===== config.mk =====
export PLATFORM = sky130hd
export DESIGN_NAME = jk_bank_sequencer
export DESIGN_NICKNAME = d
export VERILOG_FILES = /design/src/rtl/jk_bank_sequencer.sv
export SDC_FILE = /design/constraint.sdc
export NUM_CORES = 1
export LEC_CHECK = 0
export ABC_AREA = 1
export CELL_PAD_IN_SITES_DETAIL_PLACEMENT = 1
export CELL_PAD_IN_SITES_GLOBAL_PLACEMENT = 2
export CORE_MARGIN = 2
export CORE_UTILIZATION = 35
export DETAILED_ROUTE_END_ITERATION = 7
export DONT_BUFFER_PORTS = 1
export MAX_ROUTING_LAYER = met4
export PLACE_DENSITY_LB_ADDON = 0.1
export SLEW_MARGIN = 20
export SYNTH_ARGS = -nofsm -noshare
export SYNTH_HDL_FRONTEND = slang
export SYNTH_SLANG_ARGS = --single-unit

===== constraint.sdc =====
create_clock -name clk -period 3.45 [get_ports clk]
set_input_delay 0.69 -clock clk [delete_from_list [all_inputs] [get_ports clk]]
set_output_delay 0.69 -clock clk [all_outputs]
set_load 0.01 [all_outputs]

===== src/rtl/jk_bank_sequencer.sv =====
// jk_bank_sequencer: round-robin arbiter that owns the J/K pins of a shared
// JK flip-flop bank, drives one command per slot and verifies the result.
module jk_bank_sequencer #(
   parameter  int N_REQ = 4,
   parameter  int WIDTH = 8,
   localparam int IDW   = $clog2(N_REQ)
) (
   input  logic                   clk,
   input  logic                   rst_n,
   input  logic [N_REQ-1:0]       req_valid,
   input  logic [2*N_REQ-1:0]     req_cmd,
   input  logic [WIDTH*N_REQ-1:0] req_mask,
   output logic [N_REQ-1:0]       req_ready,
   output logic [WIDTH-1:0]       j_out,
   output logic [WIDTH-1:0]       k_out,
   input  logic [WIDTH-1:0]       q_in,
   input  logic                   clr_err,
   output logic                   busy,
   output logic                   done,
   output logic [IDW-1:0]         grant_id,
   output logic                   err,
   output logic [IDW-1:0]         err_id
);

   typedef enum logic [1:0] {
      IDLE,
      DRIVE,
      VERIFY
   } state_t;

   localparam logic [1:0] C_HOLD = 2'b00;
   localparam logic [1:0] C_CLR  = 2'b01;
   localparam logic [1:0] C_SET  = 2'b10;
   localparam logic [1:0] C_TGL  = 2'b11;

   state_t           state_q, state_d;
   logic [IDW-1:0]   ptr_q, ptr_d;
   logic [IDW-1:0]   grant_q, grant_d;
   logic [IDW-1:0]   err_id_q, err_id_d;
   logic             err_q, err_d;
   logic [WIDTH-1:0] exp_q, exp_d;
   logic [WIDTH-1:0] j_q, j_d;
   logic [WIDTH-1:0] k_q, k_d;

   logic             found;
   logic [IDW-1:0]   win;
   logic [1:0]       sel_cmd;
   logic [WIDTH-1:0] sel_mask;
   logic [N_REQ-1:0] ready;

   // First valid requester after the last grant, wrapping around.
   always_comb begin
      found = 1'b0;
      win   = ptr_q;
      for (int k = 1; k <= N_REQ; k++) begin
         if (!found && req_valid[(int'(ptr_q) + k) % N_REQ]) begin
            found = 1'b1;
            win   = IDW'((int'(ptr_q) + k) % N_REQ);
         end
      end
   end

   assign sel_cmd  = req_cmd[2*win +: 2];
   assign sel_mask = req_mask[WIDTH*win +: WIDTH];

   always_comb begin
      state_d  = state_q;
      ptr_d    = ptr_q;
      grant_d  = grant_q;
      exp_d    = exp_q;
      err_d    = err_q;
      err_id_d = err_id_q;
      j_d      = '0;
      k_d      = '0;
      ready    = '0;
      unique case (state_q)
         IDLE: begin
            if (found) begin
               ready[win] = 1'b1;
               ptr_d      = win;
               grant_d    = win;
               state_d    = DRIVE;
               unique case (sel_cmd)
                  C_CLR: begin
                     k_d   = sel_mask;
                     exp_d = q_in & ~sel_mask;
                  end
                  C_SET: begin
                     j_d   = sel_mask;
                     exp_d = q_in | sel_mask;
                  end
                  C_TGL: begin
                     j_d   = sel_mask;
                     k_d   = sel_mask;
                     exp_d = q_in ^ sel_mask;
                  end
                  C_HOLD: exp_d = q_in;
               endcase
            end
         end
         DRIVE:   state_d = VERIFY;
         VERIFY:  state_d = IDLE;
         default: state_d = IDLE;
      endcase
      if (clr_err) begin
         err_d    = 1'b0;
         err_id_d = '0;
      end
      // A fresh mismatch takes priority over a clear in the same cycle.
      if (state_q == VERIFY && q_in != exp_q) begin
         err_d    = 1'b1;
         err_id_d = grant_q;
      end
   end

   always_ff @(posedge clk or negedge rst_n) begin
      if (!rst_n) begin
         state_q  <= IDLE;
         ptr_q    <= IDW'(N_REQ - 1);
         grant_q  <= '0;
         exp_q    <= '0;
         err_q    <= 1'b0;
         err_id_q <= '0;
         j_q      <= '0;
         k_q      <= '0;
      end else begin
         state_q  <= state_d;
         ptr_q    <= ptr_d;
         grant_q  <= grant_d;
         exp_q    <= exp_d;
         err_q    <= err_d;
         err_id_q <= err_id_d;
         j_q      <= j_d;
         k_q      <= k_d;
      end
   end

   assign req_ready = ready;
   assign j_out     = j_q;
   assign k_out     = k_q;
   assign busy      = (state_q != IDLE);
   assign done      = (state_q == VERIFY);
   assign grant_id  = grant_q;
   assign err       = err_q;
   assign err_id    = err_id_q;

endmodule


# ---- Yosys cells after proc, flatten, opt, wreduce, memory -nomap -nowiden
# Cells that the tools add are included.
dict set report classes {
  shift 2
  magnitude_cmp 6
  reduce_logical 19
  eq_ne 7
  n_addsub 4
  bitwise_logic 8
  n_mux 37
}
# operator n
set op_table {}
lappend op_table {{$mux W8} 6}
lappend op_table {{$pmux W8 S4} 1}
lappend op_table {{$shiftx A32 B6 Y8} 1}
lappend op_table {{$lt A3 B4 Y1 const B} 4}
lappend op_table {{$mux W1} 15}
lappend op_table {{$mux W2} 7}
lappend op_table {{$reduce_or A2 Y1} 6}
lappend op_table {{$and A8 B8 Y8} 1}
lappend op_table {{$bmux W1 S2} 4}
lappend op_table {{$mux W4} 2}
lappend op_table {{$ne A8 B8 Y1} 1}
lappend op_table {{$not A8 Y8} 1}
lappend op_table {{$or A8 B8 Y8} 1}
lappend op_table {{$shiftx A8 B4 Y2} 1}
lappend op_table {{$xor A8 B8 Y8} 1}
lappend op_table {{$eq A2 B2 Y1 const B} 3}
lappend op_table {{$logic_and A1 B1 Y1} 5}
lappend op_table {{$add A2 B1 Y2 const B} 2}
lappend op_table {{$add A2 B2 Y2 const B} 2}
lappend op_table {{$and A1 B1 Y1 const A} 4}
lappend op_table {{$eq A2 B1 Y1 const B} 2}
lappend op_table {{$logic_not A2 Y1} 2}
lappend op_table {{$pmux W2 S2} 1}
lappend op_table {{$reduce_bool A2 Y1} 2}
lappend op_table {{6 further kinds} 8}
dict set report word_totals {
  out_inout_bits 27
  ff_bits 33
}

# ---- Depth between registers and ports, before layout
# Gate-level depths: netlist (run 1).
dict set report depth {
  depth_word 22
  mapped_depth 22
  depth_no_buf 21
}

# ---- Worst setup path before layout (run 1)
# OpenSTA, ideal clock, no wires.
dict set report synth_path {
  kind {reg-to-reg}
  start {reg ptr_q[0]}
  end {reg exp_q[5]}
  t_arrival_ns 2.334
  stages_incl_launch_ff 19
  required_ns 3.333
  setup_ns 0.117
  synth_period_minus_slack_ns 2.451
  setup_slack_ns 0.999
  path_cell_list {dfstp_2 buf_6 inv_8 nand2_2 nand2_2 nand2_1 nand2_2 nand2_4 nand3_4 nand2_8 nand2_4 or2_2 o21a_1 o221ai_1 ha_1 nand3_1 nand3_1 nand2_1 nand2_1}
}
dict set report synth_between {
  elab_chain_len 18
  word_cells_on_any_way 42
  cone_classes {add/sub: 4; eq/ne: 3; shift: 2; mux: 21; bitwise: 4; reduce/logical: 8}
}
# element line
set synth_rtl {}
lappend synth_rtl {{start, declared} 37} ;# logic [IDW-1:0] ptr_q, ptr_d;
lappend synth_rtl {{start signal, assigned} 119} ;# ptr_q <= IDW'(N_REQ - 1);
lappend synth_rtl {{start signal, assigned} 128} ;# ptr_q <= ptr_d;
lappend synth_rtl {{$add A2 B1 Y2} {56, 58}}
lappend synth_rtl {{$bmux W1 S2} 56} ;# if (!found && req_valid[(int'(ptr_q) + k) % N_REQ]) begin
lappend synth_rtl {{$mux W1 (implied by the code) (2 in series)} 56}
lappend synth_rtl {{$mux W1} 56}
lappend synth_rtl {{$logic_not A1 Y1} 56}
lappend synth_rtl {{$logic_and A1 B1 Y1} 56}
lappend synth_rtl {{$mux W1} 56}
lappend synth_rtl {{$logic_not A1 Y1} 56}
lappend synth_rtl {{$logic_and A1 B1 Y1} 56}
lappend synth_rtl {{$mux W1} 56}
lappend synth_rtl {{$logic_not A1 Y1} 56}
lappend synth_rtl {{$logic_and A1 B1 Y1} 56}
lappend synth_rtl {{$mux W2} 56}
lappend synth_rtl {{$shiftx A32 B6 Y8} 64} ;# assign sel_mask = req_mask[WIDTH*win +: WIDTH];
lappend synth_rtl {{$not A8 Y8} 86} ;# exp_d = q_in & ~sel_mask;
lappend synth_rtl {{$and A8 B8 Y8} 86}
lappend synth_rtl {{$pmux W8 S4} 83} ;# unique case (sel_cmd)
lappend synth_rtl {{end signal, assigned} 130} ;# exp_q <= exp_d;
lappend synth_rtl {{end, declared} 41} ;# logic [WIDTH-1:0] exp_q, exp_d;
# Parallel ways exist; a longest one is shown, timed or not. The select of a mux whose other input is x is not followed.
# A chain may end at the register's enable or synchronous reset.

# ---- Final worst setup path (run 1)
dict set report layout_path {
  start {reg ptr_q[0]}
  end {out req_ready[0]}
}
dict set report layout_between {
  elab_chain_len 20
  word_cells_on_any_way 37
  cone_classes {add/sub: 4; order compare: 2; mux: 24; reduce/logical: 7}
}
# element line
set layout_rtl {}
lappend layout_rtl {{$add A2 B1 Y2} {56, 58}}
lappend layout_rtl {{$bmux W1 S2} 56}
lappend layout_rtl {{$mux W1 (implied by the code) (2 in series)} 56}
lappend layout_rtl {{$mux W1} 56}
lappend layout_rtl {{$logic_not A1 Y1} 56}
lappend layout_rtl {{$logic_and A1 B1 Y1} 56}
lappend layout_rtl {{$mux W1} 56}
lappend layout_rtl {{$logic_not A1 Y1} 56}
lappend layout_rtl {{[3 not listed]} --}
lappend layout_rtl {{$logic_and A1 B1 Y1} 56}
lappend layout_rtl {{$mux W2} 56}
lappend layout_rtl {{$lt A2 B3 Y1 (implied by the code) / $ge A2 B1 Y1 (equally long branches)} 79} ;# ready[win] = 1'b1;
lappend layout_rtl {{$logic_and A1 B1 Y1 (implied by the code)} 79}
lappend layout_rtl {{$mux W1 (implied by the code)} 79}
lappend layout_rtl {{$demux W1 S2} 79}
lappend layout_rtl {{$mux W4 *} 78} ;# if (found) begin
lappend layout_rtl {{$mux W4 *} 76} ;# unique case (state_q)
lappend layout_rtl {{end, declared} 13} ;# output logic [N_REQ-1:0] req_ready,
# Mark *: on every way between the ends. The rest lies on a longest branch, timed or not. The select of a mux whose other input is x is not followed.

==> run metrics, run 1 <==
run status finished clean; post-CTS setup buffers 0; crit path DAT 2310 ps; DP HPWL 5.06 mm; grt ovf 0; Die X 88.5 µm; Clock Skew 15.3 ps; antenna violations before repair 0; syn avg cell area 7.84 µm²; most frequent cell after synthesis nand2_1; CTS tree done; Initial Util 0.364; setup_tns 0 ps; part of the cycle the worst path needs 0.870; Cell Area, Synth 2500 µm²; Total GRT Usage 0.180; layout cell share with drive strength beyond 1 0.155; DRT Wirelength 6.57 mm; Final Power 3530 µW; number of port buffers 0; vias in the first global route 1999; cell taking the most area after synthesis dfrtp_1; Mapped Cells 319; largest cells by area after synthesis dfrtp_1 (31%), nand2_1 (10%), ha_1 (8.0%); Die H 88.5 µm; crit path capture type primary output; Synth Area in Adders 0.0800; Ports 82; RSZ-0062 raised after global routing no; Synth cell types 36; post-synthesis mux area share 0; # setup viols final 0; TritonCTS Buffers 5; Hold Buf Count CTS 0; CP peak stage delay 720 ps; site row count 30; Synth top cells by count nand2_1 (69), nand3_1 (40), inv_1 (37); Synth Flop Type dfrtp_1; slowest CP cell dfstp_2; max cap viols 0; Final nets 392; TritonRoute pass-1 iters 4; highest clock rate 333 MHz; required time worst endpoint 2760 ps; Die ar. 7840 µm²; residual DRC count 0; Reg clk slew, reported paths 80 ps; Final ANT Viol Nets 0; design area 2650 µm²; number of flops mapped to enable cells by yosys 0; Core ar. 6870 µm²; post-synthesis sequential area ratio 0.331; FFs w/ async S/R, synth 1.00; power per cell area 1330 nW/µm²; routed vias/inst 4.96; WS Path Type reg -> out; routability congestion estimate 0.808; crit path launch type register; CTS Root Cell clkbuf_8; initial drt markers 81; Compound-Gate Fraction of Synth Area 0.0825; crit-path cells nand2_1, nand2_2, nor4_1, nor2_2, clkinv_1, nor2_1; H-tree depth 2; Placed Area 2570 µm²; global-route wire length before repair 10.5 mm; CTS Sinks 33; Worst Path Max Fanout 10; count of pins over their slew limit 0; xor and xnor area share after synthesis 0.0210; Slew headroom 0.443; clock latency on the worst-skew pair 300 ps; Area Overhead vs Synth 6.10%; largest net degree at the start of global routing 34; share of the synthesized area in the top cell type 0.310; via count 2075; Simple-Gate Fraction of Synth Area 0.396; synthesized flop and latch total 33; antenna fix cells 0; clock tree buffer depth 2; post-CTS resize count 0; Hold Crit Class in -> async; worst reg-to-reg path cell count 17; syn_nets 390; WL/cell 15.7 µm; combinational family with the most area after synthesis simple AND/OR/NAND/NOR gates; Fin. Hold Viols 0; minimum clock period 3000 ps; worst vdd ir 0.779 mV; Worst-Margin Slew 825 ps; YS warnings 0; P_leak 0.00136 µW
-- cell type report --
type | count | area (µm²)
fillers | 872 | 4220
multi-input cells | 239 | 1450
flip-flops and latches | 33 | 828
inverters | 41 | 161
well taps | 96 | 120
clock buffers | 5 | 68.8
clock inverters | 3 | 17.5
repair buffers | 1 | 7.51
-- metrics by stage --
stage	hold slack, ps	std cells	utilization	worst slack, ps
floorplan	394	319	-	999
detailed placement	395	410	0.374	502
global route	63.2	418	0.386	235
finish	80.7	418	0.386	447
CTS	70.5	418	0.386	376
global placement	395	410	0.374	572
-- where the power goes --
part | total [µW] | internal [µW] | switching, µW
Combinational | 2530 | 824 | 1700
Clock | 289 | 139 | 150
Sequential | 708 | 560 | 149
Total | 3530 | 1520 | 2000
-- worst max-delay path: cells and delay by family (launching register included) --
family	cells	cell delay [ps]
and+or+nand+nor	5	900
buffers and inverters	1	420
DFF	1	720
-- path summary, 6_finish.rpt --
kind	start	endpoint	slack [ps]
min in group clk	state_q[1]	state_q[1]	450
worst min register to register	state_q[1]	state_q[1]	450
worst max-delay path	ptr_q[0]	req_ready[0]	450
worst min-delay path	rst_n	exp_q[3]	80
worst max register to register	ptr_q[0]	exp_q[1]	540
max in group asynchronous	rst_n	ptr_q[1]	3180
-- sequential cells by signal (all words and copies together) (netlist names) --
register	cells
grant_id	2
err	1
err_id	2
state_q	2
k_out	8
exp_q	8
ptr_q	2
j_out	8
-- cells in the final DEF (no fill, tap or decap), drive strengths merged --
master / Yosys / layout
o41ai: 1 / 1
dfstp: 2 / 2
nand2: 95 / 95
o211ai: 1 / 1
ha: 16 / 16
nand3: 44 / 44
xor2: 2 / 2
buf: 6 / 1
nor4: 1 / 1
o21ai: 16 / 16
or2: 4 / 4
nand3b: 8 / 8
xnor2: 4 / 4
dfrtp: 31 / 31
clkbuf: 0 / 5
inv: 40 / 40
clkinv: 1 / 3
o21a: 2 / 2
o221ai: 6 / 6
o22ai: 4 / 4
clkinvlp: 0 / 1
nor2: 30 / 30
o22a: 2 / 2
nand4: 3 / 3
-- cells by family after synthesis --
group                      count (synthesis)
and+or+nand+nor                          185
buffers and inverters                     47
DFF                                       33
AOI/OAI and AO/OA                         32
adders and majority gates                 16
xor gates and xnor gates                   6
-- routing by layer --
layer,GRT usage,routed length [µm]
met5,-,0
met4,0.0496,68
met3,0.0354,405
met2,0.246,2630
met1,0.268,3460
Note: power is estimated with default switching activity, not from simulation.
==> run 2, diff against run 1 <==
--- a/config.mk
+++ b/config.mk
@@ -18,3 +18,4 @@
 export SYNTH_ARGS = -nofsm -noshare
 export SYNTH_HDL_FRONTEND = slang
 export SYNTH_SLANG_ARGS = --single-unit
+export TNS_END_PERCENT = 1
==> results of run 2 <==
The final DEF is identical to that of run 1; final timing and power are the same.
